===== src/rtl/interval_histogram_mon.sv =====
// interval_histogram_mon: measures cycles between consecutive event strobes and
// bins each interval into a saturating histogram for register-block readback.
`default_nettype none

module interval_histogram_mon #(
  parameter int CNT_RANGE     = 8,
  parameter int CNT_SIZE      = 16,
  parameter int MAX_CYCLE_CNT = 128
) (
  input  logic                                          clk,
  input  logic                                          reset,
  input  logic                                          enable,
  input  logic                                          clear,
  input  logic                                          freeze,
  input  logic                                          event_strobe,
  output logic [15:0]                                   cycle_cnt,
  output logic [(MAX_CYCLE_CNT/CNT_RANGE)*CNT_SIZE-1:0] mon_cnts,
  output logic [15:0]                                   event_cnt,
  output logic                                          hist_sat,
  output logic                                          busy
);

  localparam int NUM_BINS = MAX_CYCLE_CNT / CNT_RANGE;
  localparam int SHIFT    = $clog2(CNT_RANGE);
  localparam int IDX_W    = $clog2(NUM_BINS);

  typedef enum logic [1:0] {
    IDLE    = 2'd0,
    ARMED   = 2'd1,
    MEASURE = 2'd2
  } state_t;

  state_t               state_q, state_d;
  logic [15:0]          ivl_q, ivl_d;
  logic [15:0]          cycle_cnt_q;
  logic [IDX_W-1:0]     idx_q;
  logic                 valid_q;
  logic [CNT_SIZE-1:0]  bin_q [NUM_BINS];
  logic [15:0]          event_cnt_q;
  logic                 hist_sat_q;

  logic                 ev_seen;
  logic                 capture;
  logic [15:0]          shifted;
  logic [IDX_W-1:0]     bin_idx;
  logic [CNT_SIZE-1:0]  bin_cur;
  logic [CNT_SIZE-1:0]  bin_next;

  assign ev_seen = event_strobe && ((state_q == ARMED) || (state_q == MEASURE));
  assign capture = event_strobe && (state_q == MEASURE) && !freeze && !clear;

  always_comb begin
    state_d = state_q;
    case (state_q)
      IDLE:    if (enable) state_d = ARMED;
      ARMED: begin
        if (!enable)           state_d = IDLE;
        else if (event_strobe) state_d = MEASURE;
      end
      MEASURE: if (!enable) state_d = IDLE;
      default: state_d = IDLE;
    endcase
    // Clear wins over any event in the same cycle, including the arming one.
    if (clear) state_d = enable ? ARMED : IDLE;
  end

  always_comb begin
    ivl_d = ivl_q;
    if (clear)                                         ivl_d = 16'd0;
    else if (ev_seen)                                  ivl_d = 16'd1;
    else if ((state_q == MEASURE) && (ivl_q != 16'hFFFF)) ivl_d = ivl_q + 16'd1;
  end

  always_comb begin
    shifted = ivl_q >> SHIFT;
    bin_idx = shifted[IDX_W-1:0];
    if (shifted >= 16'(NUM_BINS)) bin_idx = IDX_W'(NUM_BINS - 1);
  end

  assign bin_cur  = bin_q[idx_q];
  assign bin_next = (&bin_cur) ? bin_cur : bin_cur + 1'b1;

  always_ff @(posedge clk) begin
    if (!reset) begin
      state_q <= IDLE;
      ivl_q   <= 16'd0;
    end else begin
      state_q <= state_d;
      ivl_q   <= ivl_d;
    end
  end

  // Stage 1 latches the interval and its bin; stage 2 performs the increment.
  always_ff @(posedge clk) begin
    if (!reset || clear) begin
      cycle_cnt_q <= 16'd0;
      idx_q       <= '0;
      valid_q     <= 1'b0;
      event_cnt_q <= 16'd0;
      hist_sat_q  <= 1'b0;
      for (int k = 0; k < NUM_BINS; k++) bin_q[k] <= '0;
    end else begin
      valid_q <= capture;
      if (capture) begin
        cycle_cnt_q <= ivl_q;
        idx_q       <= bin_idx;
      end
      if (valid_q) begin
        bin_q[idx_q] <= bin_next;
        if (&bin_next) hist_sat_q <= 1'b1;
        if (event_cnt_q != 16'hFFFF) event_cnt_q <= event_cnt_q + 16'd1;
      end
    end
  end

  for (genvar g = 0; g < NUM_BINS; g++) begin : g_mon
    assign mon_cnts[g*CNT_SIZE +: CNT_SIZE] = bin_q[g];
  end

  assign cycle_cnt = cycle_cnt_q;
  assign event_cnt = event_cnt_q;
  assign hist_sat  = hist_sat_q;
  assign busy      = (state_q == MEASURE);

endmodule

`default_nettype wire


===== config.mk =====
export PLATFORM = sky130hd
export DESIGN_NAME = interval_histogram_mon
export DESIGN_NICKNAME = d
export VERILOG_FILES = /design/src/rtl/interval_histogram_mon.sv
export SDC_FILE = /design/constraint.sdc
export NUM_CORES = 1
export LEC_CHECK = 0
export CAP_MARGIN = 20
export CORE_MARGIN = 1.5
export CORE_UTILIZATION = 35
export CTS_CLUSTER_SIZE = 24
export DETAILED_ROUTE_END_ITERATION = 8
export SLEW_MARGIN = 25
export SYNTH_ARGS = -nofsm -noshare
export SYNTH_HDL_FRONTEND = slang
export SYNTH_SLANG_ARGS = --single-unit

===== constraint.sdc =====
create_clock -name clk -period 6.9 [get_ports clk]
set_input_delay 1.38 -clock clk [delete_from_list [all_inputs] [get_ports clk]]
set_output_delay 1.38 -clock clk [all_outputs]
set_load 0.1 [all_outputs]

==> results.txt <==
Status: finished clean
Max H-tree Level: 2
Setup CP Type: reg -> reg
Clock Path Buffers: 3
Critical path peak fanout: 23
Antenna violations before repair: 1
XOR/XNOR Fraction of Synth Area: 2.08%
Critical path endpoint category: register
Mux cell area share after synthesis: 11.7%
Largest net degree at the start of global routing: 49
Number of synthesized flops with an enable pin: 256
Synth Area in Simple Gates: 15.3%
Slew margin rel.: 28.0%
Reg2Reg Setup Slack: 1.79 ns
Core area: 39,900 um2
CP required: 7.31 ns
Number of max-cap violations: 0
Synthesized cell area: 14,200 um2
Post-Syn Nets: 1,111
Synthesis-to-layout area growth: 30.5%
Ys Warns: 0
Primary FF master, synth: edfxtp_1
Cell row count: 73
Hold worst-path end: cycle_cnt[9]$_SDFFE_PP0P_
Adder-Cell Fraction of Synth Area: 0.529%
Via-to-Cell Ratio: 5.35
Io pins: 296
R2R cell count: 15
Pre-CTS WS: 1.61 ns
Residual DRC: 0
Hold buffers post-CTS: 0
Static leakage: 6.31 nW
Clock-pin slew on the worst setup and hold paths: 0.06 ns
Critical R2R Capture: hist_sat$_SDFFE_PP0P_
Mapped Avg Cell Area: 12.9 um2
Net Sw Frac: 30.5%
VDD IR-drop max: 0.154 mV
Slew Limit Fails: 0
Share of cells above drive strength 1: 10.8%
Die Wd: 204 um
Tightest Pin Transition: 1.08 ns
Clk Latency, worst-skew pair: 0.54 ns
Number of distinct library cells after synthesis: 76
Hold Startpoint: cycle_cnt[9]$_SDFFE_PP0P_
Logic pwr share: 15.7%
Final wirelength: 47,400 um
Sequential share of the synthesized area: 62.6%
DPL Wire Length: 34,300 um
Total GRT Usage: 22.4%
Fill count: 3,631
Tmin final: 5.11 ns
# nets final: 1,383
WL/cell: 24.7 um
Final setup TNS: 0 ns
HP Class: reg -> reg
Worst hold stages: 2
RSZ-0062 raised after global routing: no
Cell Int Power: 3.26 mW
CTS buffer count: 35
Sequential share of power: 46.5%
Ant. Diodes: 0
Post-synth ARST share: 0%
Crit path arrival time: 5.52 ns
Starting Density: 35.6%
Endpoints failing hold: 0
Pre-antenna DRT Iters: 5
# setup viols final: 0
PD cells: 253 nW/um2
Post-CTS Setup Bufs: 0
IO buf count: 295
Iter 0 DRT Violations: 1,047
Number of global-route vias before repair: 10.1k
Clock power frac: 37.9%
DR vias: 10.3k
Largest family of logic cells by synthesized area: simple AND/OR/NAND/NOR gates
Routability-driven placement congestion ratio: 0.864
CTS tree: yes
Total grt overflow: 0
Clk sinks: 316
Root Buffer Master: clkbuf_16
Chip Height: 204 um
First-pass GRT wire length: 68,000 um
Number of routed nets with antenna violations: 0
Die area: 41,800 um2
Cell count after synthesis: 1,099
Clock skew: 0.0263 ns
#FFs+latches synth: 316
Fin crit share: 74.0%
Startpoint types: register
Psw: 1.43 mW
Compound-Gate Fraction of Synth Area: 4.35%
Fmax: 0.196 GHz
CTS resizes: 0
PnR worst setup slack: 1.79 ns
-- power by group through the flow --
stage	Combinational [mW]	Sequential [mW]	Clock, mW
finish	0.734	2.18	1.77
global route	0.749	2.18	1.88
CTS	0.736	2.18	1.80
detailed placement	0.735	2.22	0
global placement	0.732	2.22	0
floorplan	0.0930	2.65	0
-- state kept, by name, indices dropped and copies added, names as in the netlist, named ones only --
| register | flops |
|---|---|
| ivl_q | 16 |
| valid_q | 1 |
| hist_sat | 1 |
| event_cnt | 16 |
| idx_q | 4 |
| bin_q | 256 |
| cycle_cnt | 16 |
| state_q | 2 |
-- placed cells by master (no fill, tap or decap), drive strengths merged, types with 4 or more instances in the layout --
| master | count |
|---|---|
| clkinv | 14 |
| or3 | 6 |
| nand4 | 10 |
| xnor2 | 14 |
| buf | 17 |
| dfxtp | 60 |
| nor3 | 12 |
| a21oi | 27 |
| nand2 | 93 |
| a22o | 11 |
| mux2i | 15 |
| o221a | 4 |
| o21ai | 11 |
| ha | 6 |
| inv | 14 |
| and2 | 7 |
| clkdlybuf4s50 | 292 |
| mux4 | 62 |
| a22oi | 11 |
| xor2 | 18 |
| nor2 | 304 |
| edfxtp | 256 |
| mux2 | 4 |
| nor2b | 9 |
| nand3 | 23 |
| clkbuf | 43 |
| and3 | 8 |
-- critical path: stages (launching register included) --
cell,delay (ns)
dfxtp_1,0.47
buf_4,0.39
nor2b_1,0.66
a22oi_1,0.20
nand2_1,0.19
ha_1,0.21
and3b_1,0.17
a22o_1,0.14
a31oi_1,0.06
nor3_2,0.48
nand4_1,0.54
nand3_1,0.27
xor2_1,0.59
buf_4,0.30
nor3_2,0.06
a31o_1,0.24
-- metrics by stage --
| stage | power, mW | utilization (%) | area [um2] | std cells | hold WS, ns |
|---|---|---|---|---|---|
| 6_report | 4.68 | 46.4 | 18500 | 1922 | 0.460 |
| 3_3_place_gp | 2.95 | 43.8 | 17500 | 1859 | 0.447 |
| 3_5_place_dp | 2.95 | 43.8 | 17500 | 1859 | 0.449 |
| 2_1_floorplan | 2.74 | - | 14200 | 1099 | 0.457 |
| 5_1_grt | 4.81 | 46.4 | 18500 | 1922 | 0.483 |
| 4_1_cts | 4.71 | 46.4 | 18500 | 1922 | 0.461 |
-- cell type report --
class                   instances  area, um2  share of cell area (%)
clock buffers                  43        926                    5.00
multi-input cells             699       4840                    26.1
inverters                      10       37.5                   0.203
flip-flops and latches        316       8890                    48.0
clock inverters                20        133                   0.716
repair buffers                309       3040                    16.4
well taps                     525        657                    3.55
-- cell usage after synthesis, types with 10 or more instances --
library cell | number | area share (%)
nor2_1 | 300 | 7.9
edfxtp_1 | 256 | 54
nand2_1 | 93 | 2.5
dfxtp_1 | 60 | 8.5
clkbuf_1 | 49 | 1.3
mux4_2 | 44 | 7.0
a21oi_1 | 26 | 0.92
nand3_1 | 23 | 0.81
xor2_1 | 18 | 1.1
mux4_1 | 17 | 3.1
mux2i_1 | 15 | 1.1
xnor2_1 | 12 | 0.74
a22o_1 | 11 | 0.68
a22oi_1 | 10 | 0.53
inv_1 | 10 | 0.26
nand4_1 | 10 | 0.44
-- worst max-delay path by stage --
| stage | start | end | cells after the start |
|---|---|---|---|
| 6_report | register | hist_sat$_SDFFE_PP0P_ | 15 |
| 5_1_grt | register | hist_sat$_SDFFE_PP0P_ | 15 |
| 4_1_cts | register | hist_sat$_SDFFE_PP0P_ | 14 |
| 3_5_place_dp | register | hist_sat$_SDFFE_PP0P_ | 14 |
| 3_3_place_gp | register | hist_sat$_SDFFE_PP0P_ | 14 |
| 2_1_floorplan | bin_q[5][0]$_SDFFCE_PN0P_ | bin_q[4][4]$_SDFFCE_PN0P_ | 13 |
-- layer usage --
layer | routed length (um) | track usage [%] | share of wire, %
met5 | 0 | 0 | 0
met4 | 1290 | 7.27 | 2.7
met3 | 3740 | 4.83 | 7.9
met2 | 23600 | 37.7 | 50
met1 | 18800 | 28.6 | 40
-- cells by family (layout without fill, tap and decap cells) --
kind of cell	Yosys count	after routing
simple gates	496	496
xor+xnor	32	32
buf+inv	84	382
compound gates	84	84
flops	316	316
fa+ha+maj	6	6
mux	81	81
(Power assumes the default switching activity.)
